[config.mk]
export PLATFORM = sky130hd
export DESIGN_NAME = bus_fifo_port
export DESIGN_NICKNAME = d
export VERILOG_FILES = /design/src/rtl/bus_fifo_port.sv
export SDC_FILE = /design/constraint.sdc
export NUM_CORES = 1
export LEC_CHECK = 0
export ABC_AREA = 1
export ABC_CLOCK_PERIOD_IN_PS = 8000
export CAP_MARGIN = 5
export CELL_PAD_IN_SITES_DETAIL_PLACEMENT = 0
export CELL_PAD_IN_SITES_GLOBAL_PLACEMENT = 1
export CORE_MARGIN = 2
export CORE_UTILIZATION = 36
export DETAILED_ROUTE_END_ITERATION = 8
export GPL_TIMING_DRIVEN = 0
export PLACE_DENSITY = 0.64
export SYNTH_ARGS = -nofsm -noshare
export SYNTH_HDL_FRONTEND = slang
export SYNTH_SLANG_ARGS = --single-unit
[constraint.sdc]
create_clock -name iCLK -period 8 [get_ports iCLK]
set_input_delay 1.6 -clock iCLK [delete_from_list [all_inputs] [get_ports iCLK]]
set_output_delay 1.6 -clock iCLK [all_outputs]
set_load 0.01 [all_outputs]
[src/rtl/bus_fifo_port.sv]
// Memory-mapped 32-bit FIFO port: CPU pushes words over the data bus,
// a valid/ready stream drains them; status, control and drop counter registers.
module bus_fifo_port #(
  parameter logic [31:0] BASE_ADDR = 32'hFF20_0100,
  parameter int unsigned DEPTH     = 8
) (
  input  logic        iCLK,
  input  logic        iRST,
  input  logic        iReadEnable,
  input  logic        iWriteEnable,
  input  logic [3:0]  iByteEnable,
  input  logic [31:0] iAddress,
  input  logic [31:0] iWriteData,
  output logic [31:0] oReadData,
  output logic [31:0] oTxData,
  output logic        oTxValid,
  input  logic        iTxReady
);

  localparam int AW = $clog2(DEPTH);
  localparam int CW = AW + 1;

  localparam logic [1:0] OFF_DATA = 2'd0;
  localparam logic [1:0] OFF_STAT = 2'd1;
  localparam logic [1:0] OFF_CTRL = 2'd2;
  localparam logic [1:0] OFF_DROP = 2'd3;

  logic [31:0]   mem_q [DEPTH];
  logic [AW-1:0] wptr_q, wptr_d;
  logic [AW-1:0] rptr_q, rptr_d;
  logic [CW-1:0] count_q, count_d;
  logic          drain_q, drain_d;
  logic          ovf_q, ovf_d;
  logic [15:0]   drops_q, drops_d;

  logic       sel, wr_sel, rd_sel;
  logic [1:0] off;
  logic       data_wr, ctrl_wr, drop_wr;
  logic       empty, full, whole;
  logic       flush, clr_ovf;
  logic       pop, push, drop;
  logic [31:0] head;
  logic [7:0]  cnt8;
  logic        unused_addr;

  assign unused_addr = ^iAddress[1:0];

  assign sel    = iAddress[31:4] == BASE_ADDR[31:4];
  assign off    = iAddress[3:2];
  assign wr_sel = iWriteEnable & sel;
  assign rd_sel = iReadEnable & sel;

  assign data_wr = wr_sel & (off == OFF_DATA);
  assign ctrl_wr = wr_sel & (off == OFF_CTRL);
  assign drop_wr = wr_sel & (off == OFF_DROP);

  assign empty = count_q == '0;
  assign full  = count_q == CW'(DEPTH);
  assign whole = iByteEnable == 4'hF;

  assign flush   = ctrl_wr & iWriteData[1];
  assign clr_ovf = ctrl_wr & iWriteData[2];

  assign head     = empty ? 32'h0 : mem_q[rptr_q];
  assign oTxData  = head;
  assign oTxValid = drain_q & ~empty;

  // Flush wins over everything: no pop, no push, and no drop accounting.
  assign pop  = oTxValid & iTxReady & ~flush;
  assign push = data_wr & whole & (~full | pop) & ~flush;
  assign drop = data_wr & ~flush & ~push;

  always_comb begin
    wptr_d  = wptr_q;
    rptr_d  = rptr_q;
    count_d = count_q;
    drain_d = drain_q;
    ovf_d   = ovf_q;
    drops_d = drops_q;
    if (flush) begin
      wptr_d  = '0;
      rptr_d  = '0;
      count_d = '0;
    end else begin
      if (push) wptr_d = wptr_q + 1'b1;
      if (pop)  rptr_d = rptr_q + 1'b1;
      count_d = count_q + CW'(push) - CW'(pop);
    end
    if (ctrl_wr) drain_d = iWriteData[0];
    if (drop)    ovf_d = 1'b1;
    if (clr_ovf) ovf_d = 1'b0;
    if (drop_wr) begin
      drops_d = '0;
    end else if (drop && drops_q != 16'hFFFF) begin
      drops_d = drops_q + 16'd1;
    end
  end

  always_ff @(posedge iCLK or posedge iRST) begin
    if (iRST) begin
      wptr_q  <= '0;
      rptr_q  <= '0;
      count_q <= '0;
      drain_q <= 1'b0;
      ovf_q   <= 1'b0;
      drops_q <= '0;
    end else begin
      wptr_q  <= wptr_d;
      rptr_q  <= rptr_d;
      count_q <= count_d;
      drain_q <= drain_d;
      ovf_q   <= ovf_d;
      drops_q <= drops_d;
    end
  end

  // Storage needs no reset: count gates every visible read of it.
  always_ff @(posedge iCLK) begin
    if (push) mem_q[wptr_q] <= iWriteData;
  end

  assign cnt8 = 8'(count_q);

  always_comb begin
    oReadData = 32'h0;
    if (rd_sel) begin
      unique case (off)
        OFF_DATA: oReadData = head;
        OFF_STAT: oReadData = {16'h0, cnt8, 5'h0, ovf_q, full, empty};
        OFF_CTRL: oReadData = {31'h0, drain_q};
        OFF_DROP: oReadData = {16'h0, drops_q};
        default:  oReadData = 32'h0;
      endcase
    end
  end

endmodule

## After elaboration in Yosys (flattened, before gate mapping)

Memories as Yosys holds them, arrays and structs flattened.
Cells that the tools add are included.

| cells by class | value |
|---|---|
| $add $sub $neg | 5 |
| equality and inequality tests | 7 |
| mux-type cells | 14 |
| bitwise logic cells | 20 |
| reductions and logical operators | 7 |

Operators with widths:

| cell | count |
|---|---|
| $pmux W32 S4 | 1 |
| $mux W32 | 2 |
| $mux W16 | 2 |
| $eq A28 B28 Y1 const B | 1 |
| $add A16 B1 Y16 const B | 1 |
| $ne A16 B16 Y1 const B | 1 |
| $and A1 B1 Y1 | 15 |
| $mux W3 | 4 |
| $eq A4 B4 Y1 const B | 2 |
| $reduce_bool A2 Y1 | 4 |
| $add A3 B1 Y3 const B | 2 |
| $add A4 B1 Y4 | 1 |
| $eq A2 B2 Y1 const B | 2 |
| $logic_not A4 Y1 | 1 |
| $mux W1 | 4 |
| $mux W4 | 1 |
| $not A1 Y1 | 4 |
| $sub A4 B1 Y4 | 1 |
| $eq A2 B1 Y1 const B | 1 |
| $logic_not A2 Y1 | 1 |
| $logic_and A1 B1 Y1 | 1 |
| $or A1 B1 Y1 | 1 |

| storage, ports and cells | value |
|---|---|
| register bits | 28 |
| RAM bits | 256 |
| input bits | 73 |
| word-level logic and storage cells | 60 |
| memories | 1 |

Memory list:

| name | words | width | read ports | clocked after memory_dff | wr ports | RTL line | text |
|---|---|---|---|---|---|---|---|
| mem_q | 8 | 32 | 1 | 0 | 1 | 28 | `logic [31:0] mem_q [DEPTH];` |

## Logic depth before layout (Yosys ltp)

Gate-level depths: netlist of run 1.

| depth | value |
|---|---|
| depth in word-level cells | 14 |
| gate-level depth with buffers | 17 |
| mapped depth without buffers | 17 |

## Worst setup path after synthesis of run 1

No wires, ideal clock.

| timing | value |
|---|---|
| path type | input to register |
| start point | input iAddress[29] |
| end point | memory mem_q[4][0] (enable) |
| library setup time | 0.461 ns |
| data arrival time | 4.839 ns |
| data required time | 7.539 ns |
| setup slack | 2.700 ns |
| cell stages on the path | 10 |
| cells stage by stage | nand2_1 -> nor2_1 -> nand3_1 -> nor2_4 -> nand2_1 -> nor3_2 -> nand2_4 -> inv_1 -> nand2_1 -> nor3_1 |

| between the ends | value |
|---|---|
| cells in the longest elaborated chain, start to end | 11 |

Ends and longest elaborated chain:

| element | RTL line | text |
|---|---|---|
| start, declared | 12 | `input logic [31:0] iAddress,` |
| $eq A28 B28 Y1 * | 48 | `assign sel = iAddress[31:4] == BASE_ADDR[31:4];` |
| $and A1 B1 Y1 * | 50 | `assign wr_sel = iWriteEnable & sel;` |
| $and A1 B1 Y1 | 54 | `assign ctrl_wr = wr_sel & (off == OFF_CTRL);` |
| $and A1 B1 Y1 | 61 | `assign flush = ctrl_wr & iWriteData[1];` |
| $not A1 Y1 | 69, 70 |  |
| $and A1 B1 Y1 | 69 | `assign pop = oTxValid & iTxReady & ~flush;` |
| $or A1 B1 Y1 | 70 | `assign push = data_wr & whole & (~full \| pop) & ~flush;` |
| $and A1 B1 Y1 | 70 |  |
| $and A1 B1 Y1 * | 70 |  |
| $mux W1 * | 119 | `if (push) mem_q[wptr_q] <= iWriteData;` |
| $mux W1 (not written as such) * | 119 |  |
| end, declared | 28 |  |

Every way passes the cells marked *; elsewhere a longest branch is shown, timed or not.

## Worst setup path in the final report of run 1

| timing | value |
|---|---|
| start point | input iAddress[29] |
| end point | output oReadData[12] |

| between the ends | value |
|---|---|
| cells in the longest elaborated chain, start to end | 3 |

Ends and longest elaborated chain:

| element | RTL line | text |
|---|---|---|
| $eq A28 B28 Y1 | 48 |  |
| $and A1 B1 Y1 | 51 | `assign rd_sel = iReadEnable & sel;` |
| $mux W32 | 126 | `if (rd_sel) begin` |
| end, declared | 14 | `output logic [31:0] oReadData,` |

Every way passes these cells.

==> results of run 1 <==
## report_power, final
group,leakage (nW),total (mW),internal (mW),switching (mW)
Sequential,2.65,1.65,1.64,0.0182
Clock,0.398,1.21,0.660,0.546
Combinational,2.43,1.77,0.653,1.12
## path summary, 6_finish.rpt
kind                                          from                 endpoint  slack [ns]  depth (start not counted)
min in group asynchronous                     iRST    wptr_q[1]$_DFFE_PP0P_        1.40                          2
max in group asynchronous                     iRST        ovf_q$_DFFE_PP0P_        6.13                          3
setup / recovery                      iAddress[29]            oReadData[12]        1.94                         11
setup reg to reg              count_q[2]$_DFF_PP0_   mem_q[2][20]$_DFFE_PP_        4.50                         15
hold / removal             drops_q[15]$_DFFE_PP0P_  drops_q[15]$_DFFE_PP0P_        0.52                          2
hold reg to reg            drops_q[15]$_DFFE_PP0P_  drops_q[15]$_DFFE_PP0P_        0.52                          2
## worst register-to-register path, delay by kind of cell, from the launching register on
kind	cells	cell delay, ns
AND/OR/NAND/NOR	8	1.82
buffers and inverters	6	0.84
flip-flops	1	0.32
adder cells (fa/ha/maj)	1	0.21
## cell usage in the layout, fill, tap and decap left out, drive strengths merged, types with 2 or more instances in the layout
cell type | netlist | layout
or2 | 2 | 2
nand2 | 103 | 103
o21ai | 144 | 144
o22ai | 40 | 40
nand4 | 8 | 8
clkinv | 2 | 14
o221ai | 32 | 32
edfxtp | 256 | 256
nand3 | 39 | 39
xor2 | 9 | 9
nor4 | 3 | 3
dfrtp | 28 | 28
nor2 | 183 | 183
inv | 88 | 88
nand3b | 3 | 3
clkdlybuf4s50 | 0 | 135
buf | 15 | 46
ha | 9 | 9
nor3 | 13 | 13
clkbuf | 44 | 79
o211a | 3 | 3
o211ai | 30 | 30
clkinvlp | 0 | 3
a21oi | 9 | 9
## sequential cells by signal, summed over array words and instances (netlist names)
register,cells
count_q,4
drain_q,1
drops_q,16
mem_q,256
ovf_q,1
rptr_q,3
wptr_q,3
## cell type report
class,count,area [um2],share of cell area [%]
sequential,284,8390,54.3
multi-input combinational,635,3360,21.7
timing repair buffer,166,1730,11.2
clock buffer,35,748,4.84
tap,448,561,3.63
inverter,90,338,2.19
buffer,59,249,1.61
clock inverter,15,78.8,0.510
antenna,1,2.50,0.0162
## cells by family (layout without fill, tap and decap cells)
family | count (synthesis) | in the layout | synth area share, %
flops | 284 | 284 | 68.2
fa+ha+maj | 10 | 10 | 1.08
simple gates | 355 | 355 | 12.5
buf+inv | 149 | 365 | 4.77
other cells | 0 | 1 | 0
xor+xnor | 10 | 10 | 0.713
compound gates | 260 | 260 | 12.7
## per-layer routing
layer,GRT usage [%],up-vias
li1,-,4239
met1,26.8,4365
met2,33.4,298
met3,2.83,51
met4,4.63,0
met5,0,-
==> impl_results.md, run 1 <==
* Vias in the first global route at approximately 8,700
* Top cell type's share of synthesized area at between 60% and 70%
* Pin count of the biggest net entering global routing at 20
* Final hold vios at 0
* Die H at around 190 um
* Met3 Wirelength at ~2.3 mm
* Area delta synth->final at 25.7%
* Post-synth cell types at 37
* Routed met2 length at about 17 mm
* Starting Density at a little over a third
* Crit-path slowest cell: clkdlybuf4s50_1
* Clk buf depth at 3
* CTS tree: done
* Post-synth top cells: edfxtp_1, nor2_1, o21ai_0
* CP Data Arrival Time at about 4.5 ns
* # nets final at ~1,300
* DRC violations left at 0
* Layout cells sized above 1 at 8.57%
* Cells after DPL at between 1,500 and 2,000
* Hold Crit Class: register to register
* Core ar. at around 34,000 um2
* GRT Overall Usage at 19.7%
* Initial DRC Count at approximately 850
* H-tree levels at 1
* First-pass GRT wire length at 53.2 mm
* Max cap viols at 0
* Die ar. at 35,600 um2
* Design area at 15,400 um2
* Syn_area_per_cell at around 12 um2
* Yosys Warn Count at 0
* EDFF count, synth at around 260
* Setup bufs post-CTS at 0
* Final Max Tran Viols at 0
* Top Layer Used: met4
* Placed standard-cell area at between 10,000 and 15,000 um2
* Layout Skew at 0.0220 ns
* Max-slew headroom at between 30% and 40%
* #FFs+latches synth at 284
* DP Worst Slack at ~1.9 ns
* Biggest area consumer among synthesized cells: edfxtp_1
* Total power at ~4.6 mW
* DR vias at slightly below 9,000
* Asr flop ratio synth at 9.86%
* Critical Path Max Stage Delay at 0.58 ns
* Fin crit share at ~76%
* Crit path buf inv count at 4
* Resized cells post-CTS at 0
* DR pass1 iterations at 5
* HPWL after DPL at approximately 25 mm
* WL met1 at 15.7 mm
* LEAKAGE at between 5 and 6 nW
* Worst slew pin tran at roughly 0.93 ns
* Top cell by count, worst path: nand2_1
* Row count at 67
* Fin util at a little under half
* Worst Hold Margin at around 0.52 ns
* Crit. End Element: output pin
* Die Wd at roughly 190 um
* Achievable Freq at about 160 MHz
* Worst Path Class, Setup: input port to output pin
* Power per cell area at 300 nW/um2
* Synth top area cells: edfxtp_1, o21ai_0, dfrtp_1
* Critical Path Fanout Max at 10
* Final std cells w/o fill at ~1,700
* Clk slew on worst S/H paths at 0.06 ns
* Antenna viol nets, final at 0
* CP Cell Sequence: clkdlybuf4s50_1 -> nand2_1 -> nor2_1 -> nand3_1 -> nor2_4 -> nand2_1 -> clkinv_1 -> nand2_1 -> buf_2 -> o22ai_1 -> clkdlybuf4s50_1
* Total CTS buffers at 29
* Post-synth top flop: edfxtp_1
* TNS Setup at 0 ns
* Post-Syn Area at 12,300 um2
* Vias per Instance at 5.17
* Final min period at a little over 6 ns
* Cells after Synth at between 1,000 and 1,500
* Root Driver: clkbuf_16
* Clock tree sinks at 284
* Antenna violations before repair at 1
* Syn Nets at around 1,200
* Routed len/inst at 20.5 um
* Num ports at approximately 140
* Final Setup Violations at 0
* Required @ worst endpoint at 6.40 ns
* Startpoint Class: input port
* Remaining global-route overflow at 0
* Final Wtd Congestion at roughly 0.81
* PortBufs at ~140
* Worst vdd rail ir drop at around 0.00016 V
* Seq/Total Area, Yosys at about two thirds
* Clock Latency Late Sink at 0.55 ns
* Setup repair after global routing missed its margin: no
* Most common cell in the netlist: edfxtp_1
* Filler instances at a little over 3,000
* Post-Route WL at ~35 mm
* Outcome: complete, no violations
* # hold bufs at CTS at 0
* Final worst setup slack at between 1.5 and 2 ns
* CP delay by family, top: buffers and inverters
No activity file was read; power rests on OpenSTA's default activity.
==> run 2: changes to the inputs <==
--- a/config.mk
+++ b/config.mk
@@ -6,7 +6,7 @@
 export NUM_CORES = 1
 export LEC_CHECK = 0
 export ABC_AREA = 1
-export ABC_CLOCK_PERIOD_IN_PS = 8000
+export ABC_CLOCK_PERIOD_IN_PS = 4900
 export CAP_MARGIN = 5
 export CELL_PAD_IN_SITES_DETAIL_PLACEMENT = 0
 export CELL_PAD_IN_SITES_GLOBAL_PLACEMENT = 1
@@ -14,7 +14,7 @@
 export CORE_UTILIZATION = 36
 export DETAILED_ROUTE_END_ITERATION = 8
 export GPL_TIMING_DRIVEN = 0
-export PLACE_DENSITY = 0.64
+export PLACE_DENSITY = 0.66
 export SYNTH_ARGS = -nofsm -noshare
 export SYNTH_HDL_FRONTEND = slang
 export SYNTH_SLANG_ARGS = --single-unit
==> constraint.sdc (replaced) <==
create_clock -name iCLK -period 4.9 [get_ports iCLK]
set_input_delay 0.98 -clock iCLK [delete_from_list [all_inputs] [get_ports iCLK]]
set_output_delay 0.98 -clock iCLK [all_outputs]
set_load 0.01 [all_outputs]
==> run 2 against run 1 <==
Net effect: register-to-register slack worse by 3.0 ns; critical path depth stayed put; utilization is 0.39 points higher; hold slack better by 0.0025 ns; sequential cell count stayed put; clock power is 85% higher; setup slack worse by 1.7 ns; routed wire length is 1.9% lower; final area is 0.86% higher; clock skew is 0.012 ns lower; combinational power is 62% higher; global-route usage is 0.52 points lower; critical endpoint is now oReadData[15]; largest cell class unchanged.
==> impl_results.md, run 2 (same netlist as run 1, synthesis figures left out) <==
* CP Data Arrival Time at 3.69 ns
* Required @ worst endpoint at roughly 3.9 ns
* Post-Route WL at 34.8 mm
* Met2 GRT Util at a little under a third
* Worst Hold End: drops_q[15]$_DFFE_PP0P_
* LEAKAGE at approximately 5.5 nW
* Antenna violations before repair at 1
* Final worst setup slack at 0.234 ns
* Area delta synth->final at 26.8%
* Final std cells w/o fill at ~1,700
* Max-slew headroom at a little under two fifths
* Resized cells post-CTS at 0
* Starting Density at a little over a third
* R2r endpoint: mem_q[4][5]$_DFFE_PP_
* Origin of the worst min-delay path: drops_q[15]$_DFFE_PP0P_
* Clock tree sinks at about 280
* Die Wd at between 150 and 200 um
* Met1 usage at between 20% and 30%
* TNS Setup at 0 ns
* Layout cells sized above 1 at between 8 and 9%
* Critical Path Fanout Max at 10
* Achievable Freq at 214 MHz
* Crit Reg-Reg Startpoint: count_q[2]$_DFF_PP0_
* Final hold vios at 0
* DRC violations left at 0
* Routed len/inst at 20.1 um
* Total power at between 7 and 8 mW
* Worst Path Class, Setup: input port to output pin
* GR peak layer: met2
* Most common cell after layout, fill and taps aside: edfxtp_1
* Power per cell area at 502 nW/um2
* Vias per Instance at a little over 5
* Row count at 67
* Pin count of the biggest net entering global routing at 29
* Num ports at about 140
* GRT Overall Usage at between 10% and 20%
* Final Setup Violations at 0
* Startpoint Class: input port
* Antenna viol nets, final at 0
* Total CTS buffers at 30
* Top reg by flops: mem_q
* # hold bufs at CTS at 0
* Initial DRC Count at between 800 and 900
* DR pass1 iterations at 5
* Worst vdd rail ir drop at 0.000256 V
* Setup bufs post-CTS at 0
* # nets final at 1,348
* Crit. End Element: output pin
* Filler instances at between 3,000 and 4,000
* R2R setup slack at 1.54 ns
* PortBufs at approximately 140
* Most frequent cells in the layout: edfxtp_1, nor2_1, o21ai_0
* Remaining global-route overflow at 0
* Clk buf depth at 3
* Worst Hold Path Cells at 2
* Routing usage on met3 at 2.91%
* Die ar. at ~36,000 um2
* Clk slew on worst S/H paths at 0.06 ns
* Cells after DPL at 1,680
* Final Max Tran Viols at 0
* Clock Latency Late Sink at 0.55 ns
* Max cap viols at 0
* H-tree levels at 1
* CTS tree: done
* Outcome: complete, no violations
* Fin util at a little under half
* Ant. Diodes at 0
* Root Driver: clkbuf_16
* Die H at approximately 190 um
* Largest regs: mem_q: 256 flops, drops_q: 16 flops, count_q: 4 flops
* Final Wtd Congestion at ~0.8
* Vias in the first global route at between 8,000 and 9,000
* Largest register FFs at between 200 and 300
* Hold Crit Class: register to register
* Final min period at between 4 and 5 ns
* HPWL after DPL at 24.2 mm
* Reg2Reg Depth at 16
* DP Worst Slack at 0.0578 ns
* DR vias at 8,955
* Core ar. at ~34,000 um2
* Setup repair after global routing missed its margin: no
* First-pass GRT wire length at approximately 52 mm
* Layout Skew at 0.0101 ns
* Fin crit share at 95.2%
* Worst slew pin tran at 0.929 ns
[run 2: cell types whose count changed in the layout (fill, tap and decap cells not counted), sizes merged]
cell / before / now
bufinv: 0 / 4
clkinv: 14 / 12
buf: 46 / 45
clkbuf: 79 / 80
clkinvlp: 3 / 2
diode: 1 / 0
[run 2: report_power, final]
part	switching, mW	internal, mW	leakage, nW	total (mW)
clock network	0.891	1.35	0.467	2.24
registers	0.0286	2.67	2.65	2.70
logic	1.81	1.07	2.42	2.87
total	2.73	5.09	5.54	7.81
[run 2: per-layer routing]
layer  part of all wire, %  vias to the layer above
met5                 0.046                        -
li1                      -                     4241
met2                    46                      311
met1                    46                     4351
met3                   6.5                       50
met4                   1.8                        2
[run 2: worst max-delay path: stages]
cell and delay (ns):
clkdlybuf4s50_1 0.46, nand2_1 0.05, nor2_1 0.16, nand3_1 0.15, nor2_4 0.19, nand2_1 0.16
clkinv_1 0.23, nand2_2 0.19, buf_2 0.29, o22ai_1 0.24, clkdlybuf4s50_1 0.59
[run 2: cell type report]
cell class              instances  area, um2  area share (%)
multi-input cells             635       3360            21.6
well taps                     448        561            3.60
repair buffers                165       1720            11.0
clock buffers                  36        795            5.10
clock inverters                16        176            1.13
inverters                      90        338            2.17
plain buffers                  59        249            1.60
flip-flops and latches        284       8390            53.8
[run 2: how the worst max path moves through the flow]
stage / startpoint / to / depth (start not counted) / slack (ns)
4_1_cts: iAddress[28] / oReadData[15] / 11 / 0.06
5_1_grt: iAddress[8] / oReadData[15] / 13 / 0.009
2_1_floorplan: iAddress[29] / mem_q[4][0]$_DFFE_PP_ / 10 / 0.22
3_3_place_gp: iAddress[29] / mem_q[0][12]$_DFFE_PP_ / 11 / -2.92
6_report: iAddress[29] / oReadData[15] / 11 / 0.23
3_5_place_dp: iAddress[29] / oReadData[15] / 11 / 0.06
[run 2: metrics by stage]
step,hold slack (ns),instance area [um2]
2_1_floorplan,0.475,12300
3_3_place_gp,0.497,14200
3_5_place_dp,0.506,14600
4_1_cts,0.529,15600
5_1_grt,0.560,15600
6_report,0.520,15600
==> run 3: changes to the inputs <==
--- a/config.mk
+++ b/config.mk
@@ -7,7 +7,7 @@
 export LEC_CHECK = 0
 export ABC_AREA = 1
 export ABC_CLOCK_PERIOD_IN_PS = 4900
-export CAP_MARGIN = 5
+export CAP_MARGIN = 0
 export CELL_PAD_IN_SITES_DETAIL_PLACEMENT = 0
 export CELL_PAD_IN_SITES_GLOBAL_PLACEMENT = 1
 export CORE_MARGIN = 2
==> run 3 against run 2 <==
Net effect: global-route usage increased by 0.22 points; first-iteration DRC count increased by 6.6%; sequential share of layout area is 0.26 points higher; clock skew fell by 0.00080 ns; die area stayed put; non-clock buffer count is 1 lower; utilization shrank 0.22 points; total power is 1.2% lower; largest power group unchanged; highest routed layer unchanged.
==> impl_results.md, run 3 (same netlist as run 1, synthesis figures left out) <==
* Multi-input gate area at approximately 3400 um2
* CP Data Arrival Time at roughly 3.8 ns
* Post-Route WL at about 35 mm
* Clk buf depth at 3
* Reg2Reg Depth at 16
* DR vias at about 9,000
* Area delta synth->final at 26.2%
* Initial DRC Count at around 870
* Core ar. at 33,600 um2
* DRC violations left at 0
* Die H at 189 um
* Hold Crit Class: register to register
* Max-slew headroom at between 20% and 30%
* Most frequent cells in the layout: edfxtp_1, nor2_1, o21ai_0
* Worst slew pin tran at around 1.2 ns
* # nets final at 1,348
* DP Worst Slack at roughly 0.076 ns
* Root Driver: clkbuf_16
* Total CTS buffers at 31
* Final Setup Violations at 0
* Critical Path Fanout Max at 10
* Layout Skew at ~0.0093 ns
* Power per cell area at about 500 nW/um2
* Vias in the first global route at just under 9,000
* Die ar. at between 30,000 and 40,000 um2
* Outcome: complete, no violations
* Row count at between 60 and 70
* Die Wd at between 150 and 200 um
* Fin crit share at 96.8%
* Largest register FFs at roughly 260
* Setup repair after global routing missed its margin: no
* Remaining global-route overflow at 0
* Most common cell after layout, fill and taps aside: edfxtp_1
* Starting Density at 36.6%
* Vias per Instance at a little over 5
* Clock Latency Late Sink at around 0.56 ns
* Worst Hold Margin at between 0.5 and 0.6 ns
* Antenna violations before repair at 1
* Cells after DPL at roughly 1,700
* Num ports at ~140
* Filler instances at between 3,000 and 4,000
* Seq. cell area at 8390 um2
* Final Wtd Congestion at roughly 0.8
* Required @ worst endpoint at roughly 3.9 ns
* Routed len/inst at roughly 20 um
* DR pass1 iterations at 7
* Final std cells w/o fill at 1,734
* PortBufs at between 100 and 150
* TNS Setup at 0 ns
* LEAKAGE at approximately 5.5 nW
* Final min period at roughly 4.7 ns
* Final Max Tran Viols at 0
* Ant. Diodes at 0
* Worst vdd rail ir drop at 0.000277 V
* Final hold vios at 0
* # hold bufs at CTS at 0
* Startpoint Class: input port
* Final worst setup slack at around 0.16 ns
* Worst Hold Path Cells at 2
* Crit. End Element: output pin
* R2R setup slack at 1.49 ns
* H-tree levels at 1
* CTS tree: done
* Clk slew on worst S/H paths at ~0.060 ns
* Top reg by flops: mem_q
* Max cap viols at 0
* Largest regs: mem_q: 256 flops, drops_q: 16 flops, count_q: 4 flops
* Antenna viol nets, final at 0
* Worst Path Class, Setup: input port to output pin
* Pin count of the biggest net entering global routing at 29
* GRT Overall Usage at between 10% and 20%
* First-pass GRT wire length at 52.5 mm
* Achievable Freq at between 200 and 250 MHz
* Layout cells sized above 1 at under 10%
* Clock tree sinks at 284
* HPWL after DPL at approximately 24 mm
## run 3: changes by cell type in the layout (fill, tap and decap cells not counted), sizes merged
cell      before  now
buf           45   44
bufinv         4    1
clkbuf        80   86
clkinv        12   11
clkinvlp       2    1
inv           88   89
## run 3: path summary, 6_finish.rpt
path	endpoint	from
setup / recovery	oReadData[12]	iAddress[29]
hold / removal	drops_q[15]$_DFFE_PP0P_	drops_q[15]$_DFFE_PP0P_
setup reg to reg	mem_q[4][10]$_DFFE_PP_	count_q[2]$_DFF_PP0_
hold reg to reg	drops_q[15]$_DFFE_PP0P_	drops_q[15]$_DFFE_PP0P_
max in group asynchronous	drops_q[13]$_DFFE_PP0P_	iRST
min in group asynchronous	count_q[2]$_DFF_PP0_	iRST
## run 3: report_power, final
group          total (mW)  switching, mW  internal (mW)
clock                2.13          0.902           1.23
combinational        2.89           1.83           1.06
sequential           2.70         0.0297           2.67
total                7.72           2.76           4.96
## run 3: per-stage QoR
stage	instance area, um2	total power, mW	util (%)
floorplan	12300	4.24	-
global placement	14200	5.62	42.2
detailed placement	14600	5.64	43.4
CTS	15500	7.77	46.1
global route	15500	8.13	46.1
finish	15500	7.72	46.1
## run 3: worst max-delay path, cell delays in order
cell and delay (ns):
clkdlybuf4s50_1 0.46, nand2_1 0.05, nor2_1 0.16, nand3_1 0.16, nor2_4 0.19, nand2_1 0.18, clkinv_1 0.23, nand2_2 0.19
buf_2 0.29, o22ai_1 0.28, clkdlybuf4s50_1 0.60
## run 3: metal layers
metal  vias to the layer above  wire (um)  global-route usage (%)
met1                      4378      15900                    27.5
li1                       4248          -                       -
met5                         -         17                       0
met4                         2        632                    4.60
met3                        47       2250                    3.04
met2                       307      16200                    31.4
## run 3: layout make-up
class	count	area share, %
Multi-Input combinational cell	635	21.7
Timing Repair Buffer	164	10.9
Inverter	90	2.18
Sequential cell	284	54.1
Buffer	59	1.61
Clock inverter	12	0.621
Tap cell	448	3.61
Clock buffer	42	5.33
## run 3: repair_timing
item	in CTS	in global routing
resized for setup	0	1
setup endpoints to repair	0	4
buffers inserted	0	0
